===== config.mk =====
export PLATFORM = sky130hd
export DESIGN_NAME = led_mode_ctrl
export DESIGN_NICKNAME = d
export VERILOG_FILES = /design/src/rtl/led_ctrl_pkg.sv /design/src/rtl/led_mode_ctrl_debounce_bit.sv /design/src/rtl/led_mode_ctrl.sv
export SDC_FILE = /design/constraint.sdc
export NUM_CORES = 1
export LEC_CHECK = 0
export CORE_ASPECT_RATIO = 0.5
export CORE_UTILIZATION = 42
export DETAILED_ROUTE_END_ITERATION = 7
export PLACE_DENSITY_LB_ADDON = 0.15
export SYNTH_ARGS = -nofsm -noshare
export SYNTH_HDL_FRONTEND = slang
export SYNTH_SLANG_ARGS = --single-unit

===== constraint.sdc =====
create_clock -name clk -period 3.3 [get_ports clk]
set_input_delay 0.66 -clock clk [delete_from_list [all_inputs] [get_ports clk]]
set_output_delay 0.66 -clock clk [all_outputs]
set_load 0.01 [all_outputs]

===== src/rtl/led_ctrl_pkg.sv =====
// Shared mode encodings and default parameter values for the LED mode controller.
package led_ctrl_pkg;

  typedef enum logic [1:0] {
    MODE_PASS  = 2'b00,
    MODE_BLINK = 2'b01,
    MODE_CHASE = 2'b10,
    MODE_COUNT = 2'b11
  } mode_e;

  localparam int unsigned DEF_DEBOUNCE_CYCLES = 4;
  localparam int unsigned DEF_TICK_DIV        = 8;
  localparam int unsigned DEF_HB_TICKS        = 8;

endpackage


===== src/rtl/led_mode_ctrl_debounce_bit.sv =====
// One switch bit: 2-flop synchronizer followed by a stable-run debounce counter.
module debounce_bit
  import led_ctrl_pkg::*;
#(
  parameter int unsigned DEBOUNCE_CYCLES = DEF_DEBOUNCE_CYCLES
) (
  input  logic clk,
  input  logic rst,
  input  logic raw,
  output logic db
);

  logic       sync1_q, sync2_q, db_q;
  logic [7:0] cnt_q;

  always_ff @(posedge clk or posedge rst) begin
    if (rst) begin
      sync1_q <= 1'b0;
      sync2_q <= 1'b0;
      db_q    <= 1'b0;
      cnt_q   <= 8'd0;
    end else begin
      sync1_q <= raw;
      sync2_q <= sync1_q;
      if (sync2_q != db_q) begin
        // Accept on the edge the mismatch run reaches DEBOUNCE_CYCLES.
        if (cnt_q == 8'(DEBOUNCE_CYCLES - 1)) begin
          db_q  <= sync2_q;
          cnt_q <= 8'd0;
        end else begin
          cnt_q <= cnt_q + 8'd1;
        end
      end else begin
        cnt_q <= 8'd0;
      end
    end
  end

  assign db = db_q;

endmodule


===== src/rtl/led_mode_ctrl.sv =====
// Debounced switches select an LED pattern (pass, blink, chase, count); heartbeat on user_led.
module led_mode_ctrl
  import led_ctrl_pkg::*;
#(
  parameter int unsigned DEBOUNCE_CYCLES = DEF_DEBOUNCE_CYCLES,
  parameter int unsigned TICK_DIV        = DEF_TICK_DIV,
  parameter int unsigned HB_TICKS        = DEF_HB_TICKS
) (
  input  logic       clk,
  input  logic       rst,
  input  logic [3:0] sw_in,
  output logic [3:0] leds,
  output logic       user_led,
  output logic [1:0] mode
);

  logic [3:0] sw_db;

  for (genvar i = 0; i < 4; i++) begin : g_db
    debounce_bit #(
      .DEBOUNCE_CYCLES(DEBOUNCE_CYCLES)
    ) u_debounce_bit (
      .clk(clk),
      .rst(rst),
      .raw(sw_in[i]),
      .db (sw_db[i])
    );
  end

  mode_e       mode_q, mode_d;
  logic [15:0] tick_cnt_q, tick_cnt_d;
  logic [7:0]  hb_cnt_q, hb_cnt_d;
  logic        hb_q, hb_d;
  logic        phase_q, phase_d;
  logic [3:0]  chase_q, chase_d;
  logic [3:0]  count_q, count_d;
  logic [3:0]  leds_q, leds_d;
  logic        mode_chg, tick;

  always_comb begin
    mode_d     = mode_e'(sw_db[3:2]);
    mode_chg   = (mode_d != mode_q);
    tick       = (tick_cnt_q == 16'(TICK_DIV - 1));
    tick_cnt_d = tick_cnt_q + 16'd1;
    phase_d    = phase_q;
    chase_d    = chase_q;
    count_d    = count_q;
    hb_cnt_d   = hb_cnt_q;
    hb_d       = hb_q;

    // Mode entry reloads the pattern state and swallows a coincident tick.
    if (mode_chg) begin
      tick_cnt_d = 16'd0;
      phase_d    = 1'b1;
      chase_d    = 4'b0001;
      count_d    = 4'd0;
    end else if (tick) begin
      tick_cnt_d = 16'd0;
      phase_d    = ~phase_q;
      chase_d    = sw_db[0] ? {chase_q[0], chase_q[3:1]} : {chase_q[2:0], chase_q[3]};
      count_d    = count_q + 4'd1;
      if (hb_cnt_q == 8'(HB_TICKS - 1)) begin
        hb_cnt_d = 8'd0;
        hb_d     = ~hb_q;
      end else begin
        hb_cnt_d = hb_cnt_q + 8'd1;
      end
    end

    unique case (mode_d)
      MODE_PASS:  leds_d = sw_db;
      MODE_BLINK: leds_d = phase_d ? {2'b00, sw_db[1:0]} : 4'b0000;
      MODE_CHASE: leds_d = chase_d;
      MODE_COUNT: leds_d = count_d;
      default:    leds_d = 4'b0000;
    endcase
  end

  always_ff @(posedge clk or posedge rst) begin
    if (rst) begin
      mode_q     <= MODE_PASS;
      tick_cnt_q <= 16'd0;
      hb_cnt_q   <= 8'd0;
      hb_q       <= 1'b0;
      phase_q    <= 1'b0;
      chase_q    <= 4'b0001;
      count_q    <= 4'd0;
      leds_q     <= 4'b0000;
    end else begin
      mode_q     <= mode_d;
      tick_cnt_q <= tick_cnt_d;
      hb_cnt_q   <= hb_cnt_d;
      hb_q       <= hb_d;
      phase_q    <= phase_d;
      chase_q    <= chase_d;
      count_q    <= count_d;
      leds_q     <= leds_d;
    end
  end

  assign leds     = leds_q;
  assign user_led = hb_q;
  assign mode     = mode_q;

endmodule

; ---- Word-level counts from Yosys, hierarchy flattened
; Cells that the tools add are included.
[totals]
inputBits = 6
latchBits = 0
elab_cells = 75
out_inout_bits = 7
memories = 0
reg_bits = 84
ramBits = 0
rom_bits = 0
[classes]
eq_ne = 14
reduce_logical = 7
div = 0
bitwise_logic = 3
magnitude_cmp = 0
mux = 20
addsub = 7
shift = 0
mul = 0
[ops]
columns = op, n
row1 = 8-bit two-way mux, 9
row2 = "8-bit by 1-bit adder with 8-bit output, second input constant", 5
row3 = "8-bit by 2-bit equality test with 1-bit output, second input constant", 4
row4 = 16-bit two-way mux, 2
row5 = 4-bit two-way mux, 5
row6 = "16-bit by 1-bit adder with 16-bit output, second input constant", 1
row7 = "16-bit by 3-bit equality test with 1-bit output, second input constant", 1
row8 = 4-bit one-hot mux with 4 select lines, 1
row9 = 2-bit AND reduction, 5
row10 = "8-bit by 3-bit equality test with 1-bit output, second input constant", 1
row11 = "4-bit by 1-bit adder with 4-bit output, second input constant", 1
row12 = "2-bit equality test, second input constant", 2
row13 = 1-bit != test, 4
row14 = 1-bit NOT, 3
row15 = 3-bit AND reduction, 1
row16 = "2-bit by 1-bit equality test with 1-bit output, second input constant", 1
row17 = 2-bit logical NOT, 1
row18 = 1-bit two-way mux, 2
row19 = 2-bit two-way mux, 1
row20 = 2-bit != test, 1

; ---- Longest topological paths before layout
[logic_depth]
depth_word = 5
mapped_depth = 7
depth_no_buf = 6

; ---- Hierarchy
; A second synthesis with hierarchy kept.
[hier_totals]
hier_cells = 361
hier_area_um2 = 3918.8
[modules_own_cells]
columns = mod, seq_area_each_um2, n_inst, cells_each, area_per_inst_um2
row1 = debounce_bit, 275.3, 4, 45, 496.7
row2 = led_mode_ctrl, 1002.2, 1, 181, 1931.9

; ---- Worst setup path before layout
; Ideal clock, no wire load.
[synth_path]
path_kind = reg2reg
start = register tick_cnt_q[0]
end = register leds_q[0], in the netlist leds[0]
path_stages_with_launch = 8
synth_period_minus_slack_ps = 1796
setup_time_ps = 126
path_buffers = 1
arrival_time_ps = 1670
path_slack_ps = 1504
required_ps = 3174
cell_sequence = dfrtp_1 > ha_1 > and4bb_1 > and4_4 > buf_12 > xnor2_4 > a311oi_2 > a221o_1
[synth_via]
elab_chain_cells = 5
word_cells_on_any_way = 9
classes_between = eq/ne: 1 / mux: 8
[synth_rtl]
columns = item, line
row1 = from (decl), led_mode_ctrl.sv:31  ; logic [15:0] tick_cnt_q, tick_cnt_d;
row2 = from (signal assigned), led_mode_ctrl.sv:91  ; tick_cnt_q <= tick_cnt_d;
row3 = 16-bit by 3-bit equality test with 1-bit output *, led_mode_ctrl.sv:43  ; tick = (tick_cnt_q == 16'(TICK_DIV - 1));
row4 = 1-bit two-way mux, led_mode_ctrl.sv:57  ; end else if (tick) begin
row5 = 1-bit two-way mux, led_mode_ctrl.sv:52  ; if (mode_chg) begin
row6 = 2-bit two-way mux, led_mode_ctrl.sv:72  ; MODE_BLINK: leds_d = phase_d ? {2'b00, sw_db[1:0]} : 4'b0000;
row7 = 4-bit one-hot mux with 4 select lines *, led_mode_ctrl.sv:70  ; unique case (mode_d)
row8 = net leds_d[0], led_mode_ctrl.sv:37  ; logic [3:0] leds_q, leds_d;
row9 = to (signal assigned), led_mode_ctrl.sv:97  ; leds_q <= leds_d;
row10 = to (decl), led_mode_ctrl.sv:37
; The timed path passes the listed nets; every way through them passes the cells marked *.
; A chain may end at the register's enable or synchronous reset.

; ---- Worst setup path in the final report
[layout_path]
start = register mode_q[1], in the netlist mode[1]
end = output port mode[1]
[layout_lines]
columns = item, line
row1 = from (decl), led_mode_ctrl.sv:30  ; mode_e mode_q, mode_d;
row2 = from (signal assigned), led_mode_ctrl.sv:90  ; mode_q <= mode_d;
row3 = to (decl), led_mode_ctrl.sv:14  ; output logic [1:0] mode
; No word-level cell between the ends.

==> summary.txt <==
Cells and area
  – Final net count: ~370
  – Area growth from synthesis to final layout: 14.1%
  – Fin area: 4290 um2
  – Finished Layout Cells: ~470
  – Commonest cells after routing, fill and taps aside: sky130_fd_sc_hd__dfrtp_1, sky130_fd_sc_hd__nor2_1, sky130_fd_sc_hd__nand2_1, sky130_fd_sc_hd__xor2_1, sky130_fd_sc_hd__nand3_1
  – Most frequent standard cell in the layout excluding fill and tap cells: sky130_fd_sc_hd__dfrtp_1
  – Layout cell share with drive strength beyond 1: 0.0861
  – Final Core Density: 0.515
  – Total inserted antenna cells: 0

Die
  – Die ar.: ~9400 um2
  – Core outline area: between 8000 and 9000 um2
  – I/O pin cnt: 13
  – Vert. Die Dim: ~69 um
  – Starting density of the core: 0.451
  – Placement Rows: 23
  – Horizontal die dimension: roughly 140 um

Routing
  – Via count of the routed design: approximately 2,400
  – Detailed Routing Iterations Pass 1: 4
  – Drt total wl: between 6000 and 7000 um
  – Routed wire per std cell: roughly 13 um
  – Residual DRC: 0
  – DRC violation total after the first TritonRoute iteration: 109
  – Number of vias per cell after detailed routing: between 5 and 6
  – Detail Route Antenna Nets: 0

Power and ir drop
  – Maximum ir drop on the vdd rail: 459 uV
  – Sw Share: 0.309
  – Clock power share: 0.342
  – Power density over the cells: between 600 and 700 nW/um2
  – Logic pwr share: 0.206
  – Leakage: between 1.5 and 2 nW
  – Internal power of the cells: between 0.0015 and 0.002 W
  – Register share of total power: 0.452
  – Net Sw Power: 0.000895 W

Logic synthesis
  – Area leader, netlist: sky130_fd_sc_hd__dfrtp_1
  – FF+latch count, synth: 84
  – Yosys top cell area share: 0.552
  – FFs w/ async S/R, synth: 1.00
  – Largest cells by area after synthesis: sky130_fd_sc_hd__dfrtp_1, sky130_fd_sc_hd__xor2_1, sky130_fd_sc_hd__nor2_1, sky130_fd_sc_hd__xnor2_1, sky130_fd_sc_hd__nand2_1
  – YS warnings: 0
  – Library cells used by synthesis: 42
  – Post-synthesis instance area: around 3800 um2
  – Number of flops mapped to enable cells by yosys: 0
  – Primary FF master, synth: sky130_fd_sc_hd__dfrtp_1
  – Number of instances in the synthesized netlist: between 300 and 400
  – Sequential share of the synthesized area: 0.559
  – Nets in the synthesized netlist: between 300 and 400
  – Post-synthesis average cell area: approximately 11 um2

Clocking
  – Number of gates resized after CTS: 0
  – Clock tree from TritonCTS: done
  – Cts bufs inserted: 9
  – Clock insertion delay at the later pin of the skew report: between 0.3 and 0.4 ns
  – Number of buffers on the longest clock path: 2
  – H-tree lvl count: 3
  – Sinks on Clock Net: between 80 and 90
  – Buffer cell driving the clock tree root: sky130_fd_sc_hd__clkbuf_16
  – Quantity of hold-fixing buffers added after cts: 0
  – Post-CTS Repair Setup Buffers: 0
  – Clock slew at reported path FFs: ~0.06 ns

Run
  – Number of maximum-capacitance constraint violations: 0

Worst setup path
  – Worst Path Max Fanout: 2
  – Slowest cell on crit path: sky130_fd_sc_hd__clkdlybuf4s50_1
  – Arrival @ worst endpoint: approximately 1.3 ns
  – Start-to-end type of the worst setup path: reg2out
  – Critical path buffers and inverters: 1
  – Crit path capture type: output port
  – Critical path startpoint category: flop
  – Cell chain of the critical path: clkdlybuf4s50_1
  – Largest delay share family, worst path: buffers and inverters
  – Required time at the worst-slack endpoint: about 2.6 ns
  – Delay of the slowest cell on the worst path: roughly 0.55 ns

STA
  – Final Hold Fails: 0
  – Final-report setup violation count: 0
  – Setup slack of the critical path after layout: between 1 and 1.5 ns
  – Setup repair after global routing missed its margin: false
  – Maximum clock frequency: 0.517 GHz
  – Clock tree skew after final layout: 0.00714 ns
  – Relative slew slack: 0.575
  – Worst-Margin Slew: between 0.6 and 0.7 ns
  – Clock period minus worst slack: slightly below 2 ns
  – Final Max Slew Viols: 0
  – Final period util: 0.586
  – Setup TNS: 0 ns

Global route
  – Global route total overflow: 0
  – Maximum number of pins on one net before global-route repair: a little under 50
  – Via count of the first global-routing pass: 2,293
  – All-layer global routing usage: 0.155
  – First-pass GRT wire length: ~11,000 um
  – Number of antenna violations at the first check in global routing: 0

Placement
  – Number of input and output port buffers inserted: 12
  – Worst Setup Slack post-DPL: 1.41 ns
  – Half-perimeter wire length of the detailed placement result: between 4000 and 5000 um
  – Number of cells in the design after placement: approximately 460
  – Placed cell area: 4000 um2
  – Final RePlAce weighted congestion: 0.786

Run status
  – Result of the run: finished clean

Worst hold path
  – Min-Delay Path Class: reg2reg
==> per-stage QoR <==
stage / power (W) / hold slack (ns)
2_1_floorplan: 0.00176 / 0.331
3_3_place_gp: 0.00190 / 0.332
3_5_place_dp: 0.00192 / 0.336
4_1_cts: 0.00293 / 0.349
5_1_grt: 0.00307 / 0.359
6_report: 0.00289 / 0.348
==> flip-flops by register name (all words and copies together), names as in the netlist, 2 cells and up <==
signal                       count
chase_q                          4
count_q                          4
g_db.u_debounce_bit.cnt_q       32
g_db.u_debounce_bit.db           4
g_db.u_debounce_bit.sync1_q      4
g_db.u_debounce_bit.sync2_q      4
hb_cnt_q                         8
leds                             4
mode                             2
tick_cnt_q                      16
==> power groups by stage <==
stage          Clock, W  Sequential, W  Combinational (W)
4_1_cts         0.00102        0.00131           0.000603
3_3_place_gp          0        0.00132           0.000584
3_5_place_dp          0        0.00132           0.000600
2_1_floorplan         0        0.00126           0.000491
5_1_grt         0.00106        0.00133           0.000683
6_report       0.000991        0.00131           0.000596
==> layout make-up <==
| type | count | area (um2) |
|---|---|---|
| clock buffer | 12 | 246 |
| fill | 735 | 4050 |
| sequential | 84 | 2100 |
| tap | 112 | 140 |
| timing repair buffer | 13 | 140 |
| multi-input combinational | 241 | 1590 |
| clock inverter | 4 | 48.8 |
| inverter | 6 | 23.8 |
==> kinds of logic after synthesis <==
| logic type | Yosys count | share of synthesized area |
|---|---|---|
| xor+xnor | 54 | 0.131 |
| buf+inv | 12 | 0.0183 |
| mux | 9 | 0.0253 |
| compound gates | 14 | 0.0306 |
| fa+ha+maj | 7 | 0.0233 |
| simple gates | 157 | 0.213 |
| flops | 84 | 0.559 |
==> cell usage after synthesis (4+ instances only) <==
cell type and count:
sky130_fd_sc_hd__and3_1 15, sky130_fd_sc_hd__dfrtp_1 83, sky130_fd_sc_hd__ha_1 7, sky130_fd_sc_hd__inv_1 6, sky130_fd_sc_hd__mux2_2 4, sky130_fd_sc_hd__mux2i_1 5, sky130_fd_sc_hd__nand2_1 32, sky130_fd_sc_hd__nand3_1 22
sky130_fd_sc_hd__nand4_1 5, sky130_fd_sc_hd__nor2_1 56, sky130_fd_sc_hd__nor3_1 9, sky130_fd_sc_hd__xnor2_1 21, sky130_fd_sc_hd__xor2_1 32
==> final timing paths <==
| path | endpoint | slack, ns | startpoint | depth (start not counted) |
|---|---|---|---|---|
| worst max-delay path | mode[1] | 1.37 | mode[1] | 1 |
| min in group asynchronous | g_db[1].u_debounce_bit.cnt_q[0] | 0.72 | rst | 2 |
| worst max register to register | leds[0] | 1.40 | tick_cnt_q[0] | 6 |
| worst min register to register | g_db[0].u_debounce_bit.sync2_q | 0.35 | g_db[0].u_debounce_bit.sync1_q | 0 |
| worst min-delay path | g_db[0].u_debounce_bit.sync2_q | 0.35 | g_db[0].u_debounce_bit.sync1_q | 0 |
| max in group asynchronous | chase_q[0] | 1.88 | rst | 3 |
==> metal layers <==
layer | wire, um | GRT usage | up-vias | share of wire
met5 | 0 | 0 | - | 0
met3 | 173 | 0.0461 | 9 | 0.028
met4 | 88 | 0.0667 | 0 | 0.014
li1 | - | - | 1177 | -
met2 | 2770 | 0.247 | 23 | 0.45
met1 | 3190 | 0.201 | 1157 | 0.51
Note: power is estimated with default switching activity, not from simulation.
